### config.mk
export PLATFORM = sky130hd
export DESIGN_NAME = mem_bus_decoder_flat
export DESIGN_NICKNAME = d
export VERILOG_FILES = /design/src/rtl/mem_bus_decoder_pkg.sv /design/src/rtl/mem_bus_decoder_if.sv /design/src/rtl/mem_bus_decoder_addr_match.sv /design/src/rtl/mem_bus_decoder.sv /design/src/flat_wrapper.sv
export SDC_FILE = /design/constraint.sdc
export NUM_CORES = 1
export LEC_CHECK = 0
export CELL_PAD_IN_SITES_DETAIL_PLACEMENT = 2
export CELL_PAD_IN_SITES_GLOBAL_PLACEMENT = 2
export CORE_AREA = 2 2 141 143
export CTS_BUF_LIST = sky130_fd_sc_hd__clkbuf_4
export DETAILED_ROUTE_END_ITERATION = 6
export DIE_AREA = 0 0 143 145
export DONT_BUFFER_PORTS = 1
export MAX_ROUTING_LAYER = met4
export PLACE_DENSITY = 0.5
export SETUP_SLACK_MARGIN = 0.1
export SLEW_MARGIN = 20
export SYNTH_ARGS = -nofsm -noshare
export SYNTH_HDL_FRONTEND = slang
export SYNTH_SLANG_ARGS = --single-unit
### constraint.sdc
create_clock -name clock -period 3.75 [get_ports clock]
set_clock_uncertainty 0.15 [all_clocks]
set_input_delay 0.5625 -clock clock [delete_from_list [all_inputs] [get_ports clock]]
set_output_delay 0.5625 -clock clock [all_outputs]
set_load 0.005 [all_outputs]
### src/rtl/mem_bus_decoder_pkg.sv
// Shared address map, FSM state type and sizing constants for the memory bus decoder.
// Unused map entries have base == top, so they can never be hit.
package mem_bus_decoder_pkg;

   localparam int MAX_SLV = 8;
   localparam int SEL_W   = $clog2(MAX_SLV);

   typedef logic [31:0] addr_t;

   localparam addr_t BRAM_BASE  = 32'h0000_0000;
   localparam addr_t BRAM_TOP   = 32'h0010_0000;
   localparam addr_t UART_BASE  = 32'h0010_0000;
   localparam addr_t UART_TOP   = 32'h0010_0010;
   localparam addr_t CLINT_BASE = 32'h0200_0000;
   localparam addr_t CLINT_TOP  = 32'h0201_0000;
   localparam addr_t CLIC_BASE  = 32'h0280_0000;
   localparam addr_t CLIC_TOP   = 32'h0280_1000;
   localparam addr_t AVL_BASE   = 32'h8000_0000;
   localparam addr_t AVL_TOP    = 32'h9000_0000;

   localparam addr_t slv_base_addr [MAX_SLV] = '{
      BRAM_BASE, UART_BASE, CLINT_BASE, CLIC_BASE, AVL_BASE,
      32'h0, 32'h0, 32'h0};
   localparam addr_t slv_top_addr [MAX_SLV] = '{
      BRAM_TOP, UART_TOP, CLINT_TOP, CLIC_TOP, AVL_TOP,
      32'h0, 32'h0, 32'h0};

   typedef enum logic [1:0] {IDLE, BUSY, DERR} state_e;

endpackage

### src/rtl/mem_bus_decoder_if.sv
// CPU memory port plus broadcast/per-slave bus. "slave" is the decoder's view,
// "master" is the surrounding environment (cpu and peripherals).
interface mem_bus_decoder_if #(
   parameter int NUM_SLV = 5
);
   logic                      memory_valid;
   logic                      memory_instr;
   logic [31:0]               memory_addr;
   logic [31:0]               memory_wdata;
   logic [3:0]                memory_wstrb;
   logic [31:0]               memory_rdata;
   logic                      memory_error;
   logic                      memory_ready;
   logic [NUM_SLV-1:0]        slv_valid;
   logic                      slv_instr;
   logic [31:0]               slv_addr;
   logic [31:0]               slv_wdata;
   logic [3:0]                slv_wstrb;
   logic [NUM_SLV-1:0][31:0]  slv_rdata;
   logic [NUM_SLV-1:0]        slv_ready;

   modport slave (
      input  memory_valid, memory_instr, memory_addr, memory_wdata, memory_wstrb,
      input  slv_rdata, slv_ready,
      output memory_rdata, memory_error, memory_ready,
      output slv_valid, slv_instr, slv_addr, slv_wdata, slv_wstrb
   );

   modport master (
      output memory_valid, memory_instr, memory_addr, memory_wdata, memory_wstrb,
      output slv_rdata, slv_ready,
      input  memory_rdata, memory_error, memory_ready,
      input  slv_valid, slv_instr, slv_addr, slv_wdata, slv_wstrb
   );
endinterface

### src/rtl/mem_bus_decoder_addr_match.sv
// Combinational priority address match: lowest matching slave index wins.
// Range test uses (addr - base) < (top - base), which also yields the rebased address.
module mem_bus_addr_match
   import mem_bus_decoder_pkg::*;
#(
   parameter int                 NUM_SLV    = 5,
   parameter logic [NUM_SLV-1:0] SLV_REBASE = 5'b01111
) (
   input  logic [31:0]        addr,
   output logic               hit,
   output logic [NUM_SLV-1:0] onehot,
   output logic [SEL_W-1:0]   idx,
   output logic [31:0]        addr_out
);

   logic [31:0] offs;

   always_comb begin
      hit      = 1'b0;
      onehot   = '0;
      idx      = '0;
      addr_out = addr;
      offs     = '0;
      for (int i = NUM_SLV - 1; i >= 0; i--) begin
         offs = addr - slv_base_addr[i];
         if (offs < (slv_top_addr[i] - slv_base_addr[i])) begin
            hit       = 1'b1;
            onehot    = '0;
            onehot[i] = 1'b1;
            idx       = SEL_W'(i);
            addr_out  = SLV_REBASE[i] ? offs : addr;
         end
      end
   end

endmodule

### src/rtl/mem_bus_decoder.sv
// Parametrised memory bus decoder with registered slave select and error responses.
// Optional MEM_BUS_TIMEOUT_EN adds a BUSY timeout that returns an error response.
module mem_bus_decoder
   import mem_bus_decoder_pkg::*;
#(
   parameter int                 NUM_SLV    = 5,
   parameter logic [NUM_SLV-1:0] SLV_REBASE = 5'b01111,
   parameter int                 TIMEOUT    = 1024
) (
   input  logic                clock,
   input  logic                reset,
   mem_bus_decoder_if.slave    bus,
   output logic                busy,
   output logic [15:0]         err_count
);

   state_e               state_q, state_d;
   logic [SEL_W-1:0]     sel_q, sel_d;
   logic [15:0]          err_q, err_d;
   logic                 err_inc;
   logic                 hit;
   logic [NUM_SLV-1:0]   hit_oh;
   logic [SEL_W-1:0]     hit_idx;
   logic [31:0]          match_addr;
   logic                 ready_sel;
   logic [NUM_SLV-1:0]   slv_valid;
   logic                 mem_ready, mem_error;
   logic [31:0]          mem_rdata;

`ifdef MEM_BUS_TIMEOUT_EN
   localparam int TMR_W = $clog2(TIMEOUT) + 1;
   logic [TMR_W-1:0]     timer_q, timer_d;
`endif

   mem_bus_addr_match #(
      .NUM_SLV    (NUM_SLV),
      .SLV_REBASE (SLV_REBASE)
   ) u_match (
      .addr     (bus.memory_addr),
      .hit      (hit),
      .onehot   (hit_oh),
      .idx      (hit_idx),
      .addr_out (match_addr)
   );

   assign ready_sel = bus.slv_ready[sel_q];

   always_comb begin
      state_d   = state_q;
      sel_d     = sel_q;
      err_inc   = 1'b0;
      slv_valid = '0;
      mem_ready = 1'b0;
      mem_error = 1'b0;
      mem_rdata = '0;
`ifdef MEM_BUS_TIMEOUT_EN
      timer_d   = timer_q;
`endif
      case (state_q)
         IDLE: begin
            if (bus.memory_valid) begin
               if (hit) begin
                  slv_valid = hit_oh;
                  sel_d     = hit_idx;
                  state_d   = BUSY;
`ifdef MEM_BUS_TIMEOUT_EN
                  timer_d   = '0;
`endif
               end else begin
                  state_d = DERR;
               end
            end
         end
         BUSY: begin
            // Only the registered slave can complete the transaction.
            if (ready_sel) begin
               mem_ready = 1'b1;
               mem_rdata = bus.slv_rdata[sel_q];
               state_d   = IDLE;
            end
`ifdef MEM_BUS_TIMEOUT_EN
            else if (timer_q == TMR_W'(TIMEOUT - 1)) begin
               mem_ready = 1'b1;
               mem_error = 1'b1;
               err_inc   = 1'b1;
               state_d   = IDLE;
            end else begin
               timer_d = timer_q + 1'b1;
            end
`endif
         end
         DERR: begin
            mem_ready = 1'b1;
            mem_error = 1'b1;
            err_inc   = 1'b1;
            state_d   = IDLE;
         end
         default: state_d = IDLE;
      endcase
      err_d = (err_inc && err_q != 16'hFFFF) ? err_q + 16'd1 : err_q;
   end

   always_ff @(posedge clock or negedge reset) begin
      if (!reset) begin
         state_q <= IDLE;
         sel_q   <= '0;
         err_q   <= '0;
`ifdef MEM_BUS_TIMEOUT_EN
         timer_q <= '0;
`endif
      end else begin
         state_q <= state_d;
         sel_q   <= sel_d;
         err_q   <= err_d;
`ifdef MEM_BUS_TIMEOUT_EN
         timer_q <= timer_d;
`endif
      end
   end

   // Broadcast outputs are forced low while reset is held so every output reads 0.
   assign bus.slv_valid    = reset ? slv_valid : '0;
   assign bus.slv_instr    = reset & bus.memory_instr;
   assign bus.slv_addr     = reset ? match_addr : '0;
   assign bus.slv_wdata    = reset ? bus.memory_wdata : '0;
   assign bus.slv_wstrb    = reset ? bus.memory_wstrb : '0;
   assign bus.memory_ready = mem_ready;
   assign bus.memory_error = mem_error;
   assign bus.memory_rdata = mem_rdata;
   assign busy             = (state_q != IDLE);
   assign err_count        = err_q;

endmodule

### src/flat_wrapper.sv
// flat-port wrapper written by rule: the top's interface ports become plain ports
module mem_bus_decoder_flat import mem_bus_decoder_pkg::*;
#(
   parameter int                 NUM_SLV    = 5,
   parameter logic [NUM_SLV-1:0] SLV_REBASE = 5'b01111,
   parameter int                 TIMEOUT    = 1024
)
  (clock, reset, busy, err_count, bus_memory_valid, bus_memory_instr, bus_memory_addr, bus_memory_wdata, bus_memory_wstrb, bus_slv_rdata, bus_slv_ready, bus_memory_rdata, bus_memory_error, bus_memory_ready, bus_slv_valid, bus_slv_instr, bus_slv_addr, bus_slv_wdata, bus_slv_wstrb);
  mem_bus_decoder_if #(.NUM_SLV(NUM_SLV)) bus_i ();
  input  logic clock;
  input  logic reset;
  output logic busy;
  output logic [15:0] err_count;
  input wire logic [$bits(bus_i.memory_valid)-1:0] bus_memory_valid;
  input wire logic [$bits(bus_i.memory_instr)-1:0] bus_memory_instr;
  input wire logic [$bits(bus_i.memory_addr)-1:0] bus_memory_addr;
  input wire logic [$bits(bus_i.memory_wdata)-1:0] bus_memory_wdata;
  input wire logic [$bits(bus_i.memory_wstrb)-1:0] bus_memory_wstrb;
  input wire logic [$bits(bus_i.slv_rdata)-1:0] bus_slv_rdata;
  input wire logic [$bits(bus_i.slv_ready)-1:0] bus_slv_ready;
  output wire logic [$bits(bus_i.memory_rdata)-1:0] bus_memory_rdata;
  output wire logic [$bits(bus_i.memory_error)-1:0] bus_memory_error;
  output wire logic [$bits(bus_i.memory_ready)-1:0] bus_memory_ready;
  output wire logic [$bits(bus_i.slv_valid)-1:0] bus_slv_valid;
  output wire logic [$bits(bus_i.slv_instr)-1:0] bus_slv_instr;
  output wire logic [$bits(bus_i.slv_addr)-1:0] bus_slv_addr;
  output wire logic [$bits(bus_i.slv_wdata)-1:0] bus_slv_wdata;
  output wire logic [$bits(bus_i.slv_wstrb)-1:0] bus_slv_wstrb;
  assign bus_i.memory_valid = bus_memory_valid;
  assign bus_i.memory_instr = bus_memory_instr;
  assign bus_i.memory_addr = bus_memory_addr;
  assign bus_i.memory_wdata = bus_memory_wdata;
  assign bus_i.memory_wstrb = bus_memory_wstrb;
  assign bus_i.slv_rdata = bus_slv_rdata;
  assign bus_i.slv_ready = bus_slv_ready;
  assign bus_memory_rdata = bus_i.memory_rdata;
  assign bus_memory_error = bus_i.memory_error;
  assign bus_memory_ready = bus_i.memory_ready;
  assign bus_slv_valid = bus_i.slv_valid;
  assign bus_slv_instr = bus_i.slv_instr;
  assign bus_slv_addr = bus_i.slv_addr;
  assign bus_slv_wdata = bus_i.slv_wdata;
  assign bus_slv_wstrb = bus_i.slv_wstrb;
  mem_bus_decoder #(.NUM_SLV(NUM_SLV), .SLV_REBASE(SLV_REBASE), .TIMEOUT(TIMEOUT)) u_core (.clock(clock), .reset(reset), .bus(bus_i), .busy(busy), .err_count(err_count));
endmodule
==> impl_metrics.env <==
export IMPL_first_global_vias=3386
export IMPL_drt_met1_wl_mm=4.693
export IMPL_drc=0
export IMPL_synth_top_area_cell="mux4_2"
export IMPL_cp_start_kind="primary input"
export IMPL_clock_path_buffers=2
export IMPL_critical_path_buf_inv_count=1
export IMPL_slew_headroom=0.4311
export IMPL_ios=362
export IMPL_synth_area_per_cell_sq_um=8.661
export IMPL_design_area_sq_um=3595
export IMPL_timing_fmax_ghz=0.2968
export IMPL_synth_area_leaders="mux4_2, dfrtp_1, and2_1"
export IMPL_intPower_mw=0.4347
export IMPL_io_buffers=0
export IMPL_wl_mm=13.96
export IMPL_crit_type="in -> out"
export IMPL_cts_tree="yes"
export IMPL_drive_above_1_share=0.1630
export IMPL_grt_antenna_before_repair=7
export IMPL_slew_violations=0
export IMPL_gr_total_overflow=0
export IMPL_power_switching_mw=0.2625
export IMPL_yosysSeqAreaShare=0.1627
export IMPL_p_per_area_nw_per_um2=193.9
export IMPL_ys_ff_latch=21
export IMPL_grt_max_degree=69
export IMPL_crit_required_ns=3.04
export IMPL_drt_wirelength_per_cell_um=22.02
export IMPL_netlist_instances=373
export IMPL_vias=3132
export IMPL_synth_warning_count=0
export IMPL_wl_met2_mm=7.683
export IMPL_combPwrFrac=0.368
export IMPL_clock_insertion_delay_worst_skew_ns=0.33
export IMPL_timing_hold_ws_ns=0.02392
export IMPL_start_util=0.1682
export IMPL_drt_pass1_iterations=4
export IMPL_cpPeakStageDelay_ns=0.53
export IMPL_top_layer_used="met4"
export IMPL_seqPwrFrac=0.459
export IMPL_cp_max_fo=9
export IMPL_finalSetupTns_ns=0
export IMPL_cp_arrival_ns=2.66
export IMPL_chipWidth_um=143
export IMPL_hold_viol_final=0
export IMPL_post_cts_buffers=0
export IMPL_synth_cell_types=51
export IMPL_area_growth_pct=11.27
export IMPL_synth_top_area_share=0.2301
export IMPL_place_area_sq_um=3542
export IMPL_syn_cell_area_sq_um=3231
export IMPL_setup_viol=0
export IMPL_leakage_nw=1.160
export IMPL_min_period_over_period=0.8986
export IMPL_synth_edf_count=0
export IMPL_synthesis_nets=621
export IMPL_post_route_min_period_ns=3.370
export IMPL_grt_util_all_layers=0.1237
export IMPL_hp_class="in -> async"
export IMPL_tightest_slew_ns=0.8455
export IMPL_rows=51
export IMPL_ys_flop_type="dfrtp_1"
export IMPL_vias_per_cell=4.940
export IMPL_fillCellCount=2213
export IMPL_power_frac_clock=0.173
export IMPL_nNetsFinal=611
export IMPL_dieArea_sq_um=20740
export IMPL_cts_reportedPaths_clkPinSlew_ns=0.15
export IMPL_ant_nets=0
export IMPL_cts_root_buf="clkbuf_4"
export IMPL_core_area_sq_um=19210
export IMPL_grt_pass1_wl_mm=19.52
export IMPL_met3_length_mm=1.149
export IMPL_sw_frac_of_total=0.3765
export IMPL_status="finished, final reports clean"
export IMPL_worst_slack_ns=0.3802
export IMPL_cts_repair_resized=0
export IMPL_crit_chain="inv_1 > ha_1 > or4b_4 > a2111oi_4 > a211o_2 > nand4b_4 > or3_1 > and4_1"
export IMPL_power_mw=0.6972
export IMPL_cts_hold_buf=1
export IMPL_critical_path_top_delay_family="simple AND/OR/NAND/NOR gates"
export IMPL_preCtsSetupSlack_ns=0.3683
export IMPL_slowest_stage="or4b_4"
export IMPL_rsz0062_at_grt="no"
export IMPL_dp_hpwl_mm=11.91
export IMPL_cts_buffers=3
export IMPL_die_y_um=145
export IMPL_dr_first_iter_drc_count=183
export IMPL_crit_path_end_kind="output pin"
export IMPL_ir_drop_mv=0.09011
export IMPL_place_congestion=0.7943
export IMPL_cts_sinks=21
export IMPL_cts_max_level=1
export IMPL_async_flop_share=1.000
export IMPL_maxCapViolCount=0
==> placed cells by master, fill, tap and decap left out, drive strengths merged, types with 3 or more instances in the layout <==
cell,Yosys,layout
a22oi,33,33
xnor2,16,16
dfrtp,21,21
and4,4,4
buf,5,11
diode,0,7
clkbuf,21,3
nand3,10,10
nor3,12,12
nand4,6,6
nand2,23,23
nor4,6,6
nor2,45,45
o21ai,8,8
and3,4,4
ha,11,11
and2,64,64
inv,14,14
mux4,33,33
xor2,3,3
==> stage by stage <==
stage | std cells | utilization
floorplan | 373 | -
global placement | 622 | 0.1844
detailed placement | 622 | 0.1844
CTS | 627 | 0.1865
global route | 634 | 0.1872
finish | 634 | 0.1872
==> area by class of cell <==
class,instances,area (sq um),share of cell area
repair buffers,11,80.08,0.02228
diodes,7,17.52,0.004873
clock buffers,3,22.52,0.006265
inverters,15,56.30,0.01566
flip-flops and latches,21,526.8,0.1465
well taps,265,331.6,0.09224
clock inverters,1,7.507,0.002088
multi-input cells,311,2552,0.7101
==> state kept, by name (all words and copies together), names as in the netlist <==
signal,cells
u_core.sel_q,3
u_core.state_q,2
u_core.err_count,16
==> worst paths after layout <==
kind	startpoint	to	slack, ns	depth (start not counted)
hold / removal	reset	u_core.err_count[14]$_DFFE_PN0P_	0.02	1
setup / recovery	bus_memory_addr[21]	bus_slv_addr[23]	0.38	8
min in group clock	bus_memory_addr[31]	u_core.sel_q[2]$_DFFE_PN0P_	0.31	2
hold reg to reg	u_core.err_count[15]$_DFFE_PN0P_	u_core.err_count[15]$_DFFE_PN0P_	0.39	1
max in group asynchronous	reset	u_core.sel_q[0]$_DFFE_PN0P_	3.02	1
setup reg to reg	u_core.err_count[0]$_DFFE_PN0P_	u_core.err_count[9]$_DFFE_PN0P_	1.51	6
==> cell usage after synthesis (8+ instances only) <==
library cell	instances
nand2_1	23
ha_1	11
and2_1	64
nor3_1	12
nand3_1	10
xnor2_1	16
o21ai_0	8
inv_1	14
clkbuf_1	21
a22oi_1	33
dfrtp_1	21
nor2_1	45
mux4_2	33
==> metal layers <==
| layer | GRT usage | up-vias |
|---|---|---|
| li1 | - | 1364 |
| met1 | 0.1183 | 1517 |
| met2 | 0.2397 | 229 |
| met3 | 0.01617 | 22 |
| met4 | 0.05792 | 0 |
| met5 | - | - |
==> power by group through the flow <==
stage | logic [mW] | clock network, mW | registers (mW)
global placement | 0.251 | 0 | 0.325
CTS | 0.264 | 0.131 | 0.322
floorplan | 0.216 | 0 | 0.307
detailed placement | 0.255 | 0 | 0.327
finish | 0.257 | 0.120 | 0.320
global route | 0.292 | 0.138 | 0.327
==> kinds of logic (layout without fill, tap and decap cells) <==
group           count (synthesis)  after routing  synth area share
buf+inv                        41             30           0.04880
compound gates                 60             60            0.1441
flops                          21             21            0.1627
other cells                     0              7                 0
simple gates                  186            186            0.3137
mux                            35             35            0.2366
fa+ha+maj                      11             11           0.04260
xor+xnor                       19             19           0.05151
==> worst reg2reg max path: stages, from the launching register on <==
cell	delay, ns
dfrtp_1	0.46
ha_1	0.25
nand3_1	0.10
nor4_1	0.09
nor4_1	0.74
nand3_1	0.19
xnor2_1	0.16
Note: power is estimated with default switching activity, not from simulation.
